<file path="config.mk">
export PLATFORM = sky130hd
export DESIGN_NAME = pipeline_hazard_ctrl
export DESIGN_NICKNAME = d
export VERILOG_FILES = /design/src/rtl/pipeline_hazard_ctrl.sv
export SDC_FILE = /design/constraint.sdc
export NUM_CORES = 1
export LEC_CHECK = 0
export CAP_MARGIN = 20
export CORE_MARGIN = 2
export CORE_UTILIZATION = 35
export CTS_BUF_LIST = sky130_fd_sc_hd__clkbuf_4 sky130_fd_sc_hd__clkbuf_8
export DETAILED_ROUTE_END_ITERATION = 7
export GPL_ROUTABILITY_DRIVEN = 0
export HOLD_SLACK_MARGIN = 0.1
export PLACE_DENSITY_LB_ADDON = 0.15
export SLEW_MARGIN = 20
export SYNTH_ARGS = -nofsm -noshare
export SYNTH_HDL_FRONTEND = slang
export SYNTH_SLANG_ARGS = --single-unit
</file>
<file path="constraint.sdc">
create_clock -name clk -period 1.8 [get_ports clk]
set_input_delay 0.18 -clock clk [delete_from_list [all_inputs] [get_ports clk]]
set_output_delay 0.18 -clock clk [all_outputs]
set_load 0.01 [all_outputs]
</file>
<file path="src/rtl/pipeline_hazard_ctrl.sv">
// -----------------------------------------------------------------------------
// pipeline_hazard_ctrl
//
// Stall/flush controller for the 5-stage 16-bit pipeline. It handles the
// hazards that operand forwarding cannot resolve:
//   - load-use: a load in EX whose result the ID-stage instruction needs,
//   - unified-RAM structural conflict: the MEM-stage data access takes the
//     instruction RAM, so this cycle's fetch is lost,
//   - taken branch/jump resolved in ID: the wrong-path fetch is squashed,
//   - interrupt entry: fetch is suppressed for DRAIN_CYCLES cycles so that
//     the older instructions retire, then the PC is redirected to the vector.
// It also keeps a saturating count of bubble cycles for debug.
//
// Ports
//   clk, rst        rising-edge clock, synchronous active-high reset
//   reg1_addr       ID source A GPR
//   reg2_addr       ID source B GPR
//   op1_mux_op      ID operand-A select (0 REGA, 1 SP, 2 T, 3 IH, else none)
//   op2_mux_op      ID operand-B select (0 REGB, else none)
//   id_reads_ih     ID instruction reads IH (MFIH)
//   ieo_reg_op      ID/EX destination class (0 NOP, 1 REG, 2 SP, 3 T, 4 IH)
//   ieo_wb_addr     ID/EX destination GPR
//   ieo_wb_data_op  ID/EX write-back source (0 ALU, 1 MEM, 2 IH, 3 PC, 4 NOP)
//   mem_conflict    EX/MEM data access targets the instruction RAM
//   branch_taken    ID resolved a taken branch/jump
//   ifid_pc         PC of the instruction held in IF/ID
//   int_req         level interrupt request, held until int_ack
//   int_enable      IH global interrupt enable
//   pc_hold         PC keeps its value
//   ifid_hold       IF/ID keeps its value
//   ifid_flush      IF/ID loads a NOP
//   idex_flush      ID/EX loads a NOP (bubble)
//   int_pc_sel      PC loads the interrupt vector
//   int_ack         one-cycle interrupt acknowledge
//   int_epc         registered return PC captured on interrupt acceptance
//   bubble_cnt      saturating count of cycles with ifid_flush or idex_flush
// -----------------------------------------------------------------------------
module pipeline_hazard_ctrl #(
   parameter int PC_W         = 16,
   parameter int REG_ADDR_W   = 3,
   parameter int DRAIN_CYCLES = 3,
   parameter int CNT_W        = 16
) (
   input  logic                  clk,
   input  logic                  rst,
   input  logic [REG_ADDR_W-1:0] reg1_addr,
   input  logic [REG_ADDR_W-1:0] reg2_addr,
   input  logic [2:0]            op1_mux_op,
   input  logic [2:0]            op2_mux_op,
   input  logic                  id_reads_ih,
   input  logic [2:0]            ieo_reg_op,
   input  logic [REG_ADDR_W-1:0] ieo_wb_addr,
   input  logic [2:0]            ieo_wb_data_op,
   input  logic                  mem_conflict,
   input  logic                  branch_taken,
   input  logic [PC_W-1:0]       ifid_pc,
   input  logic                  int_req,
   input  logic                  int_enable,
   output logic                  pc_hold,
   output logic                  ifid_hold,
   output logic                  ifid_flush,
   output logic                  idex_flush,
   output logic                  int_pc_sel,
   output logic                  int_ack,
   output logic [PC_W-1:0]       int_epc,
   output logic [CNT_W-1:0]      bubble_cnt
);

   // ------------------------------------------------------------------
   // Encodings of the decode fields
   // ------------------------------------------------------------------
   localparam logic [2:0] OP1_REGA = 3'd0;
   localparam logic [2:0] OP1_SP   = 3'd1;
   localparam logic [2:0] OP1_T    = 3'd2;
   localparam logic [2:0] OP1_IH   = 3'd3;
   localparam logic [2:0] OP2_REGB = 3'd0;

   localparam logic [2:0] DST_REG  = 3'd1;
   localparam logic [2:0] DST_SP   = 3'd2;
   localparam logic [2:0] DST_T    = 3'd3;
   localparam logic [2:0] DST_IH   = 3'd4;

   localparam logic [2:0] WB_MEM   = 3'd1;

   // Drain counter holds DRAIN_CYCLES-1 down to 0; at least one bit wide.
   localparam int DCNT_W = (DRAIN_CYCLES > 1) ? $clog2(DRAIN_CYCLES) : 1;
   localparam logic [DCNT_W-1:0] DRAIN_LOAD = DCNT_W'(DRAIN_CYCLES - 1);
   localparam logic [DCNT_W-1:0] DRAIN_ONE  = DCNT_W'(1);

   typedef enum logic [1:0] {
      ST_IDLE  = 2'd0,
      ST_DRAIN = 2'd1,
      ST_JUMP  = 2'd2
   } state_t;

   // ------------------------------------------------------------------
   // State
   // ------------------------------------------------------------------
   state_t            state_q,  state_d;
   logic [DCNT_W-1:0] drain_q,  drain_d;
   logic [PC_W-1:0]   epc_q,    epc_d;
   logic [CNT_W-1:0]  bubble_q, bubble_d;

   // ------------------------------------------------------------------
   // Load-use detection
   // A load (write-back from MEM) sitting in EX whose destination is a
   // source of the ID instruction. The loaded value only exists after
   // MEM, so forwarding cannot cover it and ID must wait one cycle.
   // ------------------------------------------------------------------
   logic is_load;
   logic lu_rega;
   logic lu_regb;
   logic lu_sp;
   logic lu_t;
   logic lu_ih;
   logic load_use;

   assign is_load  = (ieo_wb_data_op == WB_MEM);
   assign lu_rega  = (ieo_reg_op == DST_REG) && (op1_mux_op == OP1_REGA) &&
                     (reg1_addr == ieo_wb_addr);
   assign lu_regb  = (ieo_reg_op == DST_REG) && (op2_mux_op == OP2_REGB) &&
                     (reg2_addr == ieo_wb_addr);
   assign lu_sp    = (ieo_reg_op == DST_SP) && (op1_mux_op == OP1_SP);
   assign lu_t     = (ieo_reg_op == DST_T)  && (op1_mux_op == OP1_T);
   assign lu_ih    = (ieo_reg_op == DST_IH) &&
                     (id_reads_ih || (op1_mux_op == OP1_IH));
   assign load_use = is_load && (lu_rega || lu_regb || lu_sp || lu_t || lu_ih);

   // An interrupt is only taken on a quiet cycle so that the captured
   // return PC belongs to an instruction that has not yet started and
   // is not on a squashed path.
   logic int_accept;
   assign int_accept = int_req && int_enable && !mem_conflict &&
                       !load_use && !branch_taken;

   // ------------------------------------------------------------------
   // Next-state and control outputs
   // ------------------------------------------------------------------
   logic pc_hold_c;
   logic ifid_hold_c;
   logic ifid_flush_c;
   logic idex_flush_c;
   logic int_pc_sel_c;
   logic int_ack_c;

   always_comb begin
      state_d      = state_q;
      drain_d      = drain_q;
      epc_d        = epc_q;
      pc_hold_c    = 1'b0;
      ifid_hold_c  = 1'b0;
      ifid_flush_c = 1'b0;
      idex_flush_c = 1'b0;
      int_pc_sel_c = 1'b0;
      int_ack_c    = 1'b0;

      if (!rst) begin
         case (state_q)
            ST_IDLE: begin
               // Lost fetch: keep PC so the same word is refetched, and
               // turn the garbage word in IF/ID into a NOP.
               if (mem_conflict) begin
                  pc_hold_c    = 1'b1;
                  ifid_flush_c = 1'b1;
               end
               // Load-use: freeze PC and IF/ID, insert a single bubble.
               if (load_use) begin
                  pc_hold_c    = 1'b1;
                  ifid_hold_c  = 1'b1;
                  idex_flush_c = 1'b1;
               end
               // A stalled branch is re-resolved next cycle, so only a
               // free-running branch squashes the wrong-path fetch.
               if (branch_taken && !mem_conflict && !load_use) begin
                  ifid_flush_c = 1'b1;
               end
               if (int_accept) begin
                  pc_hold_c    = 1'b1;
                  ifid_flush_c = 1'b1;
                  epc_d        = ifid_pc;
                  drain_d      = DRAIN_LOAD;
                  state_d      = ST_DRAIN;
               end
            end

            ST_DRAIN: begin
               // IF/ID already holds a NOP, so a branch cannot be in ID.
               pc_hold_c    = 1'b1;
               ifid_flush_c = 1'b1;
               if (load_use) begin
                  ifid_hold_c  = 1'b1;
                  idex_flush_c = 1'b1;
               end
               if (drain_q == '0) begin
                  state_d = ST_JUMP;
               end else begin
                  drain_d = drain_q - DRAIN_ONE;
               end
            end

            ST_JUMP: begin
               int_pc_sel_c = 1'b1;
               int_ack_c    = 1'b1;
               ifid_flush_c = 1'b1;
               state_d      = ST_IDLE;
            end

            default: begin
               state_d = ST_IDLE;
            end
         endcase
      end

      // Saturating bubble counter.
      bubble_d = bubble_q;
      if ((ifid_flush_c || idex_flush_c) && (bubble_q != {CNT_W{1'b1}})) begin
         bubble_d = bubble_q + CNT_W'(1);
      end
   end

   // Flush has precedence over hold on IF/ID: the register cannot both
   // keep its value and load a NOP.
   assign pc_hold    = pc_hold_c;
   assign ifid_hold  = ifid_hold_c && !ifid_flush_c;
   assign ifid_flush = ifid_flush_c;
   assign idex_flush = idex_flush_c;
   assign int_pc_sel = int_pc_sel_c;
   assign int_ack    = int_ack_c;
   assign int_epc    = epc_q;
   assign bubble_cnt = bubble_q;

   // ------------------------------------------------------------------
   // Registers
   // ------------------------------------------------------------------
   always_ff @(posedge clk) begin
      if (rst) begin
         state_q  <= ST_IDLE;
         drain_q  <= '0;
         epc_q    <= '0;
         bubble_q <= '0;
      end else begin
         state_q  <= state_d;
         drain_q  <= drain_d;
         epc_q    <= epc_d;
         bubble_q <= bubble_d;
      end
   end

endmodule
</file>
# == After elaboration in Yosys (flattened, before gate mapping) ==
# Index checks and enable logic that the tools add are counted.
# classes
muxes,20
addsub,2
n_reduce_logical,36
eq_ne,16
# op_table
operator,n
16-bit by 1-bit adder with 16-bit output (second input constant),1
1-bit logical AND,16
16-bit inequality test (second input constant),1
3-bit by 2-bit == test with 1-bit output (second input constant),4
1-bit 2-to-1 mux,12
3-bit by 1-bit == test with 1-bit output (second input constant),3
2-bit 2-to-1 mux,4
2-bit one-hot mux with 2 select lines,2
3-bit == test,2
3-bit logical NOT,2
1-bit logical OR,6
2-bit inequality test (second input constant),3
1-bit logical NOT,4
2-bit logical NOT,2
1-bit one-hot mux with 2 select lines,2
2-bit AND reduction,2
2-bit OR reduction,2
3-bit == test (second input constant),1
3-bit AND reduction,1
2-bit by 1-bit == test with 1-bit output (second input constant),1
2-bit == test (second input constant),1
2-bit nonzero test,1
2-bit by 1-bit subtractor with 2-bit output (second input constant),1
# totals
elab_cells,78
ff_bits,36

# == Longest topological paths before layout ==
# depth
depth_word,16
ltp_mapped,10

# == Least setup slack after synthesis ==
# Ideal clock, no wire load.
# synth_timing
path_kind,in2reg
startpoint,input op2_mux_op[1]
endpoint,"register bubble_q[1], in the netlist bubble_cnt[1]"
required_ps,1672
path_stages,9
setup_ps,128
slack_ps,-166
arrival_time_ps,1838
n_path_buf,2
path_cell_list,nor3_1 -> nand4_1 -> a2111oi_4 -> nor3_1 -> o31ai_4 -> buf_6 -> buf_8 -> mux2i_1 -> nor2_1
# synth_via
elab_chain_len,16
word_cells_on_any_way,21
# synth_rtl
item,line,text
"start, declared",49,"input logic [2:0] op2_mux_op,"
3-bit logical NOT (*),121,assign lu_regb = (ieo_reg_op == DST_REG) && (op2_mux_op == OP2_REGB) &&
1-bit logical AND (*) (2 in series),121,
1-bit logical OR (*) (4 in series),127,assign load_use = is_load && (lu_rega || lu_regb || lu_sp || lu_t || lu_ih);
1-bit logical AND (*),127,
1-bit logical NOT,"134, 174",
1-bit logical AND (on tied branches),"174, 133",
1-bit 2-to-1 mux / 1-bit logical AND (equally long branches),"174, 134",
1-bit 2-to-1 mux,177,if (int_accept) begin
1-bit one-hot mux with 2 select lines,158,case (state_q)
1-bit 2-to-1 mux,157,if (!rst) begin
1-bit logical OR (*),216,if ((ifid_flush_c || idex_flush_c) && (bubble_q != {CNT_W{1'b1}})) begin
1-bit logical AND (*),216,
"end signal, assigned",245,bubble_q <= bubble_d;
"end, declared",102,"logic [CNT_W-1:0] bubble_q, bubble_d;"
# Every way passes the cells marked *; elsewhere a longest branch is shown, timed or not.
# A chain may end at the register's enable or synchronous reset.

# == Worst setup path in the final report ==
# Ends and elaborated chain as after synthesis.

==> insert_results.sql <==
INSERT INTO impl_metrics (metric_group, metric, value, unit) VALUES
('outcome', 'status', 'finished with violations', ''),
('outcome', 'violations_in_the_final_reports', 'setup timing', ''),
('sta', 'timing.final.crit_period', '2.02', 'ns'),
('clock_network', 'tritoncts_num_sinks', '36', ''),
('sta', 'finalWorstSetupSlack', '-0.216', 'ns'),
('logic_synthesis', 'ys_types', '40', ''),
('finish', 'drive_gt1_share', '38.2', '%'),
('run', 'maxCapViolCount', '0', ''),
('floorplanning', 'placementRows', '27', ''),
('drt', 'detail_route.first_pass.iterations', '4', ''),
('sta', 'maxClockFrequency', '0.496', 'GHz'),
('power', 'vdd_drop_max', '397', 'µV'),
('logic_synthesis', 'synthesis.instances', '223', ''),
('placed_design', 'final_hpwl_dp', '3710', 'µm'),
('global_route', 'grt.total_usage', '18.5', '%'),
('hold_path', 'hp-class', 'flip-flop to flip-flop', ''),
('sta', 'setup_total_negative_slack', '-2.37', 'ns'),
('floorplanning', 'die_height', '78.5', 'µm'),
('clock_network', 'cts_tree', 'yes', ''),
('power', 'power_leakage', '0.00145', 'µW'),
('logic_synthesis', 'synth_top_area_share', '37.1', '%'),
('logic_synthesis', 'synth-warning-count', '0', ''),
('logic_synthesis', 'yosysSeqAreaShare', '37.1', '%'),
('finish', 'layout.nets', '409', ''),
('finish', 'fill_cells', '450', ''),
('clock_network', 'cts_root_buf', 'sky130_fd_sc_hd__clkbuf_8', ''),
('sta', 'grt_setup_unrepaired', 'yes', ''),
('floorplanning', 'coreArea', '0.00544', 'mm²'),
('sta', 'finalCritPeriodShare', '112', '%'),
('placed_design', 'pre_cts_slack', '-0.837', 'ns'),
('clock_network', 'worst_skew_pair.late_latency', '0.28', 'ns'),
('global_route', 'first_pass_grt_wire_length', '9430', 'µm'),
('floorplanning', 'die-area', '0.00616', 'mm²'),
('finish', 'antennaDiodeCount', '0', ''),
('drt', 'initial_drc_count', '46', ''),
('sta', 'worst_slew_margin_rel', '74.2', '%'),
('drt', 'detailroute.via_count', '2118', ''),
('clock_network', 'cts_buffers', '5', ''),
('logic_synthesis', 'netlist_area', '0.00194', 'mm²'),
('global_route', 'grt_max_degree', '34', ''),
('global_route', 'congestion_overflow_gr', '0', ''),
('floorplanning', 'pin_count', '82', ''),
('sta', 'clock-skew-final', '0.00658', 'ns'),
('drt', 'postRouteWirelength', '5650', 'µm'),
('logic_synthesis', 'netlist_top_cells_area', 'sky130_fd_sc_hd__dfxtp_1 37%, sky130_fd_sc_hd__mux2i_1 9.8%, sky130_fd_sc_hd__nor2_1 6.0%, sky130_fd_sc_hd__ha_1 4.5%, sky130_fd_sc_hd__a21oi_1 4.1%', ''),
('logic_synthesis', 'post-synth-top-count-cell', 'sky130_fd_sc_hd__dfxtp_1', ''),
('logic_synthesis', 'postSynth.asyncResetShare', '0', '%'),
('clock_network', 'maximum_clock_insertion_buffer_count', '2', ''),
('logic_synthesis', 'synth.cells.most_frequent', '36 x sky130_fd_sc_hd__dfxtp_1, 31 x sky130_fd_sc_hd__nor2_1, 19 x sky130_fd_sc_hd__mux2i_1', ''),
('drt', 'vias_per_cell', '4.91', ''),
('logic_synthesis', 'flip_flop_cell_with_the_highest_count_after_synthesis', 'sky130_fd_sc_hd__dfxtp_1', ''),
('drt', 'detail_route.wl_per_cell', '13.1', 'µm'),
('critical_path', 'critical_path.max_fanout', '6', ''),
('clock_network', 'cts.hold.buffers_added', '0', ''),
('drt', 'antenna_left', '0', ''),
('critical_path', 'cp-start-kind', 'input port', ''),
('floorplanning', 'floorplan.initialDensity', '35.7', '%'),
('sta', 'setup-violations-final', '23', ''),
('finish', 'syn_to_final_growth', '87.6', '%'),
('global_route', 'grt_pass1_vias', '2153', ''),
('logic_synthesis', 'synth.ff_latch_count', '36', ''),
('logic_synthesis', 'postSynthNetCount', '274', ''),
('global_route', 'initial_antenna_violation_count', '0', ''),
('logic_synthesis', 'synth_edf_count', '0', ''),
('critical_path', 'arrival', '2.18', 'ns'),
('sta', 'final_hold_viol_count', '0', ''),
('critical_path', 'timing.setup.critical_path_class', 'input port to flip-flop', ''),
('floorplanning', 'die_w', '78.5', 'µm'),
('clock_network', 'cts.clk_slew.worst_paths', '0.08', 'ns'),
('clock_network', 'ctsHtreeMaxLevel', '2', ''),
('sta', 'slew_viol_final', '0', ''),
('sta', 'timing_worst_slew_pin_value', '0.387', 'ns'),
('logic_synthesis', 'syn_avg_cell_area', '8.70', 'µm²'),
('drt', 'drc', '0', ''),
('power', 'power_per_cell_area', '518', 'mW/mm²'),
('logic_synthesis', 'yosysTopAreaCell', 'sky130_fd_sc_hd__dfxtp_1', ''),
('critical_path', 'worst_ep_required_time', '1.96', 'ns'),
('critical_path', 'worst_setup_path_end_kind', 'flip-flop', ''),
('placed_design', 'port-buffer-count', '81', ''),
('finish', 'layout.core_utilization', '66.9', '%');
[cells by family (layout without fill, tap and decap cells)]
family | Yosys count | count (layout) | synth area share, %
multiplexers | 20 | 20 | 10.4
XOR/XNOR | 7 | 7 | 3.16
adder cells (fa/ha/maj) | 7 | 7 | 4.51
flip-flops | 36 | 36 | 37.1
AND/OR/NAND/NOR | 95 | 95 | 25.5
buffers and inverters | 17 | 153 | 4.90
AO/OA/AOI/OAI | 41 | 41 | 14.4
[stage by stage]
stage | hold WS, ns | power, µW | instance area (µm²) | cells
5_1_grt | 0.491 | 1990 | 3640 | 431
3_5_place_dp | 0.452 | 1210 | 3100 | 404
2_1_floorplan | 0.327 | 996 | 1960 | 223
3_3_place_gp | 0.444 | 1200 | 3100 | 404
6_report | 0.456 | 1890 | 3640 | 431
4_1_cts | 0.461 | 1910 | 3510 | 432
[registers in the layout, indices dropped and copies added (netlist names)]
signal	count
bubble_cnt	16
int_epc	16
drain_q	2
state_q	2
[cell type report]
type | count | area, µm² | share of cell area (%)
multi-input cells | 170 | 1380 | 38.0
clock buffers | 7 | 83.8 | 2.30
clock inverters | 1 | 8.76 | 0.241
repair buffers | 137 | 1320 | 36.1
flip-flops and latches | 36 | 728 | 20.0
inverters | 8 | 32.5 | 0.893
well taps | 72 | 90.1 | 2.47
[metal layers]
metal  global-route usage (%)  vias to the layer above  routed length [µm]
met3                     5.63                        2                 315
met2                     33.7                       59                2840
met4                     3.51                        0                   8
li1                         -                     1068                   -
met5                        0                        -                   0
met1                     21.6                      989                2480
[placed cells by master, fill, tap and decap left out, drive strengths merged, types with 2 or more instances in the layout]
| master | synthesis | final |
|---|---|---|
| ha | 7 | 7 |
| nor3 | 7 | 7 |
| nand2 | 10 | 10 |
| o21a | 2 | 2 |
| and3b | 2 | 2 |
| nand2b | 3 | 3 |
| buf | 5 | 74 |
| inv | 8 | 8 |
| a21oi | 17 | 17 |
| o21ai | 11 | 11 |
| clkdlybuf4s50 | 0 | 50 |
| xnor2 | 6 | 6 |
| o31ai | 5 | 5 |
| clkbuf | 4 | 9 |
| or3 | 12 | 12 |
| o211ai | 2 | 2 |
| nand3 | 8 | 8 |
| mux2i | 19 | 19 |
| dlygate4sd2 | 0 | 7 |
| and3 | 5 | 5 |
| or4 | 3 | 3 |
| dlymetal6s2s | 0 | 4 |
| nor2b | 3 | 3 |
| dfxtp | 36 | 36 |
| nor2 | 31 | 31 |
| nand4 | 7 | 7 |
| or2 | 2 | 2 |
[power by group]
group	switching, µW	internal [µW]	total (µW)
Clock	293	307	600
Combinational	189	272	460
Sequential	10.2	815	825
Total	491	1390	1890
[critical path: stages]
cell,delay [ns]
sky130_fd_sc_hd__buf_6,0.09
sky130_fd_sc_hd__nor3_4,0.16
sky130_fd_sc_hd__nand4_1,0.16
sky130_fd_sc_hd__a2111oi_4,0.41
sky130_fd_sc_hd__buf_4,0.18
sky130_fd_sc_hd__buf_6,0.09
sky130_fd_sc_hd__buf_6,0.09
sky130_fd_sc_hd__nor3_4,0.04
sky130_fd_sc_hd__o31ai_4,0.21
sky130_fd_sc_hd__buf_6,0.19
sky130_fd_sc_hd__buf_16,0.13
sky130_fd_sc_hd__mux2i_1,0.18
sky130_fd_sc_hd__nor2_1,0.05
[repair_timing]
item | 4_1_cts | 5_1_grt
resized for setup | 130 | 50
setup buffers | 18 | 7
pin swaps | 30 | 39
setup endpoints to repair | 42 | 33
gates cloned | 3 | 1
[final timing paths]
kind / start / endpoint / slack (ns) / cells past startpoint
worst min register to register: drain_q[0]$_SDFFE_PP0P_ / drain_q[0]$_SDFFE_PP0P_ / 0.46 / 2
worst min-delay path: drain_q[0]$_SDFFE_PP0P_ / drain_q[0]$_SDFFE_PP0P_ / 0.46 / 2
worst max-delay path: op2_mux_op[1] / bubble_cnt[1]$_SDFFE_PP0P_ / -0.22 / 13
worst max register to register: bubble_cnt[4]$_SDFFE_PP0P_ / bubble_cnt[1]$_SDFFE_PP0P_ / -0.14 / 9
(Power assumes the default switching activity.)
